[src/rtl/tx_ltssm_substate_if.sv]
// tx_ltssm_substate_if: bundle between the main LTSSM / PIPE / framing side and the Tx substate engine
//   master: drives substateTx, linkNumberTx, rxTs2Ok, rxIdleOk, PhyStatus, RxStatus, osDone;
//           observes TxDetectRx, TxElecIdle, osValid, osType, osLinkNumber, finishTx, gotoTx
//   slave : the substate engine (opposite directions)
interface tx_ltssm_substate_if;
    logic [3:0] substateTx;
    logic [7:0] linkNumberTx;
    logic       rxTs2Ok;
    logic       rxIdleOk;
    logic       PhyStatus;
    logic [2:0] RxStatus;
    logic       osDone;
    logic       TxDetectRx;
    logic       TxElecIdle;
    logic       osValid;
    logic [1:0] osType;
    logic [7:0] osLinkNumber;
    logic       finishTx;
    logic [3:0] gotoTx;

    modport master (
        output substateTx, linkNumberTx, rxTs2Ok, rxIdleOk, PhyStatus, RxStatus, osDone,
        input  TxDetectRx, TxElecIdle, osValid, osType, osLinkNumber, finishTx, gotoTx
    );

    modport slave (
        input  substateTx, linkNumberTx, rxTs2Ok, rxIdleOk, PhyStatus, RxStatus, osDone,
        output TxDetectRx, TxElecIdle, osValid, osType, osLinkNumber, finishTx, gotoTx
    );
endinterface

[src/rtl/tx_ltssm_substate.sv]
// tx_ltssm_substate: Tx-side LTSSM substate engine answering the main LTSSM with finishTx/gotoTx
//   clk   : clock
//   reset : asynchronous active-high reset
//   bus   : slave view of tx_ltssm_substate_if (substate command, Rx qualifiers, PIPE sideband,
//           ordered-set request to framing, completion/next-substate report)
module tx_ltssm_substate #(
    parameter int DETECT_QUIET_CYCLES = 12,
    parameter int TIMEOUT_CYCLES      = 24,
    parameter int POLL_TS1_MIN        = 1024,
    parameter int TS2_MIN             = 16,
    parameter int IDLE_MIN            = 16
) (
    input logic               clk,
    input logic               reset,
    tx_ltssm_substate_if.slave bus
);
    localparam logic [3:0] DETECT_QUIET          = 4'd0;
    localparam logic [3:0] DETECT_ACTIVE         = 4'd1;
    localparam logic [3:0] POLLING_ACTIVE        = 4'd2;
    localparam logic [3:0] POLLING_CONFIGURATION = 4'd3;
    localparam logic [3:0] CONFIGURATION_IDLE    = 4'd9;
    localparam logic [3:0] L0                    = 4'd10;

    localparam logic [7:0]  PAD          = 8'hF7;
    localparam logic [10:0] SET_MAX      = '1;
    localparam logic [10:0] TS1_LAST     = 11'(POLL_TS1_MIN - 1);
    localparam logic [10:0] TS2_LAST     = 11'(TS2_MIN - 1);
    localparam logic [10:0] IDLE_LAST    = 11'(IDLE_MIN - 1);
    localparam logic [15:0] QUIET_LAST   = 16'(DETECT_QUIET_CYCLES - 1);
    localparam logic [15:0] TIMEOUT_LAST = 16'(TIMEOUT_CYCLES - 1);

    logic [3:0]  lastSub;
    logic [10:0] setCount;
    logic [15:0] cycleCount;
    logic        okLatched;
    logic        phyDone;

    logic        entry;
    logic        isIdle;
    logic        okNow;
    logic [10:0] setLast;
    logic        countSet;
    logic        success;
    logic        timeout;

    always_comb begin
        entry    = bus.substateTx != lastSub;
        isIdle   = bus.substateTx == CONFIGURATION_IDLE;
        // the Rx qualifier is sticky for the rest of the substate once seen
        okNow    = okLatched || (isIdle ? bus.rxIdleOk : bus.rxTs2Ok);
        setLast  = isIdle ? IDLE_LAST : TS2_LAST;
        // osValid is already low once finishTx is up, so this also blocks counting after exit
        countSet = bus.osDone && bus.osValid;
        success  = countSet && okNow && setCount == setLast;
        timeout  = cycleCount == TIMEOUT_LAST;
    end

    always_ff @(posedge clk or posedge reset) begin
        if (reset) begin
            lastSub          <= DETECT_QUIET;
            setCount         <= '0;
            cycleCount       <= '0;
            okLatched        <= 1'b0;
            phyDone          <= 1'b0;
            bus.TxDetectRx   <= 1'b0;
            bus.TxElecIdle   <= 1'b1;
            bus.osValid      <= 1'b0;
            bus.osType       <= 2'd0;
            bus.osLinkNumber <= PAD;
            bus.finishTx     <= 1'b0;
            bus.gotoTx       <= 4'd0;
        end else begin
            lastSub <= bus.substateTx;
            if (entry) begin
                // abandon whatever was in flight; the new substate acts from the next cycle
                setCount         <= '0;
                cycleCount       <= '0;
                okLatched        <= 1'b0;
                phyDone          <= 1'b0;
                bus.TxDetectRx   <= 1'b0;
                bus.osValid      <= 1'b0;
                bus.osType       <= 2'd0;
                bus.osLinkNumber <= PAD;
                bus.finishTx     <= 1'b0;
                bus.gotoTx       <= 4'd0;
            end else if (!bus.finishTx) begin
                case (bus.substateTx)
                    DETECT_QUIET: begin
                        bus.TxElecIdle <= 1'b1;
                        bus.osValid    <= 1'b0;
                        cycleCount     <= cycleCount + 1'b1;
                        if (cycleCount == QUIET_LAST) begin
                            bus.finishTx <= 1'b1;
                            bus.gotoTx   <= 4'd1;
                        end
                    end
                    DETECT_ACTIVE: begin
                        bus.TxElecIdle <= 1'b1;
                        if (phyDone) begin
                            bus.finishTx <= 1'b1;
                        end else if (bus.TxDetectRx && bus.PhyStatus) begin
                            bus.TxDetectRx <= 1'b0;
                            phyDone        <= 1'b1;
                            bus.gotoTx     <= bus.RxStatus == 3'b011 ? 4'd2 : 4'd0;
                        end else begin
                            bus.TxDetectRx <= 1'b1;
                        end
                    end
                    POLLING_ACTIVE: begin
                        bus.TxElecIdle <= 1'b0;
                        bus.osType     <= 2'd1;
                        bus.osValid    <= 1'b1;
                        if (countSet) begin
                            setCount <= setCount == SET_MAX ? setCount : setCount + 1'b1;
                            if (setCount == TS1_LAST) begin
                                bus.finishTx <= 1'b1;
                                bus.gotoTx   <= 4'd3;
                                bus.osValid  <= 1'b0;
                            end
                        end
                    end
                    POLLING_CONFIGURATION, CONFIGURATION_IDLE: begin
                        bus.TxElecIdle   <= 1'b0;
                        bus.osType       <= isIdle ? 2'd3 : 2'd2;
                        bus.osValid      <= 1'b1;
                        bus.osLinkNumber <= isIdle ? bus.linkNumberTx : PAD;
                        okLatched        <= okNow;
                        cycleCount       <= cycleCount + 1'b1;
                        if (countSet && okNow)
                            setCount <= setCount + 1'b1;
                        // success is tested first so it wins a same-cycle tie with the timeout
                        if (success || timeout) begin
                            bus.finishTx <= 1'b1;
                            bus.osValid  <= 1'b0;
                            bus.gotoTx   <= success ? (isIdle ? 4'd10 : 4'd4) : 4'd0;
                        end
                    end
                    L0: begin
                        bus.TxElecIdle <= 1'b0;
                        bus.osValid    <= 1'b0;
                    end
                    default: begin
                        bus.TxElecIdle <= 1'b0;
                        bus.osValid    <= 1'b0;
                    end
                endcase
            end
        end
    end
endmodule

[src/flat_wrapper.sv]
// flat-port wrapper written by rule: the top's interface ports become plain ports
module tx_ltssm_substate_flat 
#(
    parameter int DETECT_QUIET_CYCLES = 12,
    parameter int TIMEOUT_CYCLES      = 24,
    parameter int POLL_TS1_MIN        = 1024,
    parameter int TS2_MIN             = 16,
    parameter int IDLE_MIN            = 16
)
  (clk, reset, bus_substateTx, bus_linkNumberTx, bus_rxTs2Ok, bus_rxIdleOk, bus_PhyStatus, bus_RxStatus, bus_osDone, bus_TxDetectRx, bus_TxElecIdle, bus_osValid, bus_osType, bus_osLinkNumber, bus_finishTx, bus_gotoTx);
  tx_ltssm_substate_if bus_i ();
  input logic clk;
  input logic reset;
  input wire logic [$bits(bus_i.substateTx)-1:0] bus_substateTx;
  input wire logic [$bits(bus_i.linkNumberTx)-1:0] bus_linkNumberTx;
  input wire logic [$bits(bus_i.rxTs2Ok)-1:0] bus_rxTs2Ok;
  input wire logic [$bits(bus_i.rxIdleOk)-1:0] bus_rxIdleOk;
  input wire logic [$bits(bus_i.PhyStatus)-1:0] bus_PhyStatus;
  input wire logic [$bits(bus_i.RxStatus)-1:0] bus_RxStatus;
  input wire logic [$bits(bus_i.osDone)-1:0] bus_osDone;
  output wire logic [$bits(bus_i.TxDetectRx)-1:0] bus_TxDetectRx;
  output wire logic [$bits(bus_i.TxElecIdle)-1:0] bus_TxElecIdle;
  output wire logic [$bits(bus_i.osValid)-1:0] bus_osValid;
  output wire logic [$bits(bus_i.osType)-1:0] bus_osType;
  output wire logic [$bits(bus_i.osLinkNumber)-1:0] bus_osLinkNumber;
  output wire logic [$bits(bus_i.finishTx)-1:0] bus_finishTx;
  output wire logic [$bits(bus_i.gotoTx)-1:0] bus_gotoTx;
  assign bus_i.substateTx = bus_substateTx;
  assign bus_i.linkNumberTx = bus_linkNumberTx;
  assign bus_i.rxTs2Ok = bus_rxTs2Ok;
  assign bus_i.rxIdleOk = bus_rxIdleOk;
  assign bus_i.PhyStatus = bus_PhyStatus;
  assign bus_i.RxStatus = bus_RxStatus;
  assign bus_i.osDone = bus_osDone;
  assign bus_TxDetectRx = bus_i.TxDetectRx;
  assign bus_TxElecIdle = bus_i.TxElecIdle;
  assign bus_osValid = bus_i.osValid;
  assign bus_osType = bus_i.osType;
  assign bus_osLinkNumber = bus_i.osLinkNumber;
  assign bus_finishTx = bus_i.finishTx;
  assign bus_gotoTx = bus_i.gotoTx;
  tx_ltssm_substate #(.DETECT_QUIET_CYCLES(DETECT_QUIET_CYCLES), .TIMEOUT_CYCLES(TIMEOUT_CYCLES), .POLL_TS1_MIN(POLL_TS1_MIN), .TS2_MIN(TS2_MIN), .IDLE_MIN(IDLE_MIN)) u_core (.clk(clk), .reset(reset), .bus(bus_i));
endmodule
[config.mk]
export PLATFORM = sky130hd
export DESIGN_NAME = tx_ltssm_substate_flat
export DESIGN_NICKNAME = d
export VERILOG_FILES = /design/src/rtl/tx_ltssm_substate_if.sv /design/src/rtl/tx_ltssm_substate.sv /design/src/flat_wrapper.sv
export SDC_FILE = /design/constraint.sdc
export NUM_CORES = 1
export LEC_CHECK = 0
export BUFFER_PORTS_ARGS = -buffer_cell sky130_fd_sc_hd__buf_4
export CAP_MARGIN = 20
export CORE_UTILIZATION = 35
export DETAILED_ROUTE_END_ITERATION = 7
export MAX_ROUTING_LAYER = met4
export PLACE_DENSITY = 0.5
export SYNTH_ARGS = -nofsm -noshare
export SYNTH_HDL_FRONTEND = slang
export SYNTH_SLANG_ARGS = --single-unit
[constraint.sdc]
create_clock -name clk -period 2.49 [get_ports clk]
set_input_delay 0.249 -clock clk [delete_from_list [all_inputs] [get_ports clk]]
set_output_delay 0.249 -clock clk [all_outputs]
set_load 0.01 [all_outputs]
-- Word level (Yosys, flattened, before mapping)
Cells that the tools add are included.
- $add $sub $neg: 2
- eq/ne operators: 22
- mux-type cells: 58
- bitwise gates (word level): 2
- reduce and logical (&&, ||, !) cells: 24
- operator list (operator ; count):
    two-way mux 11 bit ; 5
    two-way mux 16 bit ; 3
    two-way mux 4 bit ; 10
    two-way mux 8 bit ; 4
    two-way mux 1 bit ; 28
    case mux 11 bit (2 select lines) ; 1
    inequality test 3 x 1 -> 1 bit (second input constant) ; 6
    adder 16 x 1 -> 16 bit (second input constant) ; 1
    == test 16 x 4 -> 1 bit (second input constant) ; 1
    == test 16 x 5 -> 1 bit (second input constant) ; 1
    case mux 4 bit (4 select lines) ; 1
    AND reduction 2 bit ; 6
    adder 11 x 1 -> 11 bit (second input constant) ; 1
    == test 11 x 10 -> 1 bit (second input constant) ; 1
    == test 11 bit (second input constant) ; 1
    == test 11 x 4 -> 1 bit (second input constant) ; 1
    == test 4 x 2 -> 1 bit (second input constant) ; 2
    AND reduction 8 bit ; 1
    two-way mux 2 bit ; 3
    nonzero test 2 bit ; 3
    AND reduction 5 bit ; 1
    nonzero test 5 bit ; 1
    == test 4 x 1 -> 1 bit (second input constant) ; 1
    == test 4 bit (second input constant) ; 1
    other kinds (17) ; 24
- register bits: 51
- output and inout bits: 18
- word-level logic and storage cells: 120

-- Logic depth before layout (Yosys ltp)
- word-level depth: 10
- mapped depth: 8
- depth with buffers taken out: 6

-- Least setup slack after synthesis
No wires, ideal clock.
- path kind: in2reg
- start: in bus_substateTx[2]
- end: reg u_core.setCount[5]
- library setup time: 78 ps
- arrival time: 2362 ps
- data required time: 2412 ps
- setup slack: 50 ps
- stages on the path: 7
- buffers on the path: 2
- path through: buf_4 -> nor4bb_2 -> mux2_4 -> a221o_1 -> buf_6 -> or4_1 -> a21oi_1
- cells in the longest elaborated chain, start to end: 6
- RTL lines (what ; line ; source):
    start, declared ; flat_wrapper.sv:14 ; input wire logic [$bits(bus_i.substateTx)-1:0] bus_substateTx;
    == test 4 bit ; tx_ltssm_substate.sv:48, tx_ltssm_substate.sv:87 ;
    two-way mux 1 bit ; tx_ltssm_substate.sv:50 ; okNow = okLatched || (isIdle ? bus.rxIdleOk : bus.rxTs2Ok);
    logical OR 1 bit ; tx_ltssm_substate.sv:50 ;
    logical AND 1 bit ; tx_ltssm_substate.sv:129 ; if (countSet && okNow)
    inequality test 3 x 1 -> 1 bit (no line) ; - ;
    AND reduction 5 bit (no line) ; - ;
    end signal, assigned ; tx_ltssm_substate.sv:114 ; setCount <= setCount == SET_MAX ? setCount : setCount + 1'b1;
    end signal, assigned ; tx_ltssm_substate.sv:130 ; setCount <= setCount + 1'b1;
    end, declared ; tx_ltssm_substate.sv:33 ; logic [10:0] setCount;
Parallel ways exist; a longest one is shown, timed or not. The select of a mux whose other input is x is not followed.
A chain may end at the register's enable or synchronous reset.

-- Worst setup path in the final report
- start: reg u_core.setCount[0]
- end: reg u_core.setCount[3]
- cells in the longest elaborated chain, start to end: 6
- RTL lines (what ; line ; source):
    adder 11 x 1 -> 11 bit ; tx_ltssm_substate.sv:114, tx_ltssm_substate.sv:130 ;
    two-way mux 11 bit ; tx_ltssm_substate.sv:114 ;
    two-way mux 11 bit ; tx_ltssm_substate.sv:113 ; if (countSet) begin
    case mux 11 bit (2 select lines) ; tx_ltssm_substate.sv:87 ; case (bus.substateTx)
    two-way mux 11 bit ; tx_ltssm_substate.sv:86 ; end else if (!bus.finishTx) begin
    two-way mux 11 bit ; tx_ltssm_substate.sv:74 ; if (entry) begin
Parallel ways exist; a longest one is shown, timed or not. The select of a mux whose other input is x is not followed.

==> metrics.txt <==
asr flop ratio synth=1.00; Layout Cells excl Fill=450; H-tree levels=2; core area=0.00777 mm^2; Post-DP HPWL=4890 um; power per cell area=476 mW/mm^2; die width=91.7 um; largest net degree at the start of global routing=30; antenna violations before repair=0; hold buffer count at CTS=0; DRC Markers=0; WL/cell=15.1 um; CTS tree=yes; antenna fix cells=0; Antenna Nets Post-Route=0; worst setup margin=0.222 ns; CTS root buf=clkbuf_8; DP Area=0.00328 mm^2; grt ovf=0; Slew headroom=0.567; worst skew pair latency=0.30 ns; deepest clock path buffer count=2; Hold WC Path Type=input pin to async pin; Max VDD drop=0.211 mV; num rows=32; Pre-Repair DR Iteration Count=4; final WL=6780 um; Worst Path Arrival=2.50 ns; highest clock rate=441 MHz; gp weighted congestion=0.797; RSZ-0062 raised after global routing=false; vias in the first global route=2243; post-place setup slack=0.0533 ns; top cell type's share of synthesized area=0.382; worst hold slack=0.0265 ns; multi-input gate area in the final layout=0.00143 mm^2; Max Cap Viol=0; final worst path period share=0.911; FF+latch area=0.00129 mm^2; Placed Cells=442; top_reg_cell synth=dfrtp_1; CP Max Fanout=9; NumNets Final=370; Finished Cell Area=0.00339 mm^2; Distinct cells, synth=57; Yosys top cell by area=dfrtp_1; io pins=39; Yosys reg bits=51; setup TNS=0 ns; Tmin final=2.27 ns; fin util=0.437; port bufs=38; Syn. warnings=0; # setup viols final=0; share of cells above drive strength 1=0.224; Syn Area/Cell=9.36 um^2; die area=0.00841 mm^2; outcome=completed; synthesized area=0.00282 mm^2; Post-synth EDFFs=0; via count=2428; critical path capture point type=register; CTS resizes=0; Leakage=1.38 nW; Final Power=1.62 mW; Crit path required time=2.72 ns; clock sink total=51; Post-CTS Setup Bufs=0; Slew @ Worst Pin=0.648 ns; drt via density=5.40; Chip Height=91.7 um; Synthesized Nets=324; area grow syn2layout=20.5%; Max Slew Vio Count=0; clock skew=0.00796 ns; crit path launch type=register; Commonest cells post-synth=dfrtp_1 (43), nand2_1 (35), a21oi_1 (21), nor2_1 (21), o21ai_0 (15); Area contributors post-synth=dfrtp_1 (38%), dfstp_2 (7.5%), nand2_1 (4.7%), a21oi_1 (3.7%), or3_1 (2.9%); DRT iter0 DRCs=127; Post-Syn Instances=301; sequential share of the synthesized area=0.456; filler cell count=768; Fin. Hold Viols=0; first-pass GRT wire length=11600 um; crit path kind=register to register; Initial Util=0.363; gr usage total=0.176; most numerous cell in the Yosys netlist=dfrtp_1; CTS buffer count=5; clock-pin slew of the registers on the worst-case setup and hold paths=0.10 ns
[power by group]
| part | internal [mW] | switching [mW] | total, mW | leakage [nW] |
|---|---|---|---|---|
| Clock | 0.326 | 0.282 | 0.607 | 0.0612 |
| Sequential | 0.838 | 0.00404 | 0.842 | 0.676 |
| Combinational | 0.0702 | 0.0955 | 0.166 | 0.638 |
| Total | 1.23 | 0.381 | 1.62 | 1.38 |
[cells by family (layout without fill, tap and decap cells)]
family                     count (synthesis)  count (layout)  share of synthesized area
and+or+nand+nor                          140             140                      0.275
muxes                                      9               9                     0.0342
buffers and inverters                     20              67                     0.0360
DFF                                       51              51                      0.456
adders and majority gates                  2               2                    0.00888
AOI/OAI and AO/OA                         68              68                      0.155
xor gates and xnor gates                  11              11                     0.0342
[worst max-delay path: stages, from the launching register on]
cell and delay (ns):
dfrtp_1 0.42, ha_1 0.24, and3_1 0.23, and4_1 0.20, a221o_1 0.42, buf_4 0.21
or3_1 0.34, a21oi_1 0.14
[final cells by class]
cell class	instances	share of cell area
inverter	6	0.00663
timing repair buffer	53	0.121
multi-input combinational	230	0.421
sequential	51	0.379
clock buffer	6	0.0243
clock inverter	2	0.0103
tap	102	0.0376
[final timing paths]
| path | start | cells past startpoint | slack, ns | end |
|---|---|---|---|---|
| worst max-delay path | u_core.setCount[0] | 7 | 0.22 | u_core.setCount[3] |
| worst min-delay path | reset | 2 | 0.03 | u_core.bus.gotoTx[1] |
| worst max register to register | u_core.setCount[0] | 7 | 0.22 | u_core.setCount[3] |
| worst min register to register | u_core.bus.TxElecIdle | 2 | 0.51 | u_core.bus.TxElecIdle |
| max in group asynchronous | reset | 3 | 1.83 | u_core.bus.TxElecIdle |
| min in group clk | bus_linkNumberTx[7] | 3 | 0.15 | u_core.bus.osLinkNumber[7] |
[layer usage]
metal | GRT usage | wire length [um]
met5 | - | 0
met4 | 0.0391 | 63
met3 | 0.0299 | 286
met2 | 0.244 | 2810
met1 | 0.268 | 3620
[sequential cells by signal (all words and copies together) (netlist names)]
signal                   flops
u_core.bus.TxElecIdle        1
u_core.bus.gotoTx            4
u_core.lastSub               4
u_core.okLatched             1
u_core.setCount             11
u_core.cycleCount           16
u_core.bus.TxDetectRx        1
u_core.phyDone               1
u_core.bus.finishTx          1
u_core.bus.osLinkNumber      8
u_core.bus.osValid           1
u_core.bus.osType            2
[placed cells by master (no fill, tap or decap), types with 4 or more instances in the layout]
cell	n
and2_1	4
mux2i_1	7
nor3_1	6
or4_1	8
dfrtp_1	43
dfstp_2	8
inv_1	5
o41ai_1	4
xor2_1	5
xnor2_1	6
a21oi_1	21
and3_1	4
buf_4	52
nand4_1	6
or3_1	13
nor4_1	5
nand3_1	11
o21ai_0	15
nand2_1	35
o31ai_1	5
clkbuf_8	6
nand2b_1	6
and4_1	5
o22ai_1	7
nor2_1	21
No activity file was read; power rests on OpenSTA's default activity.
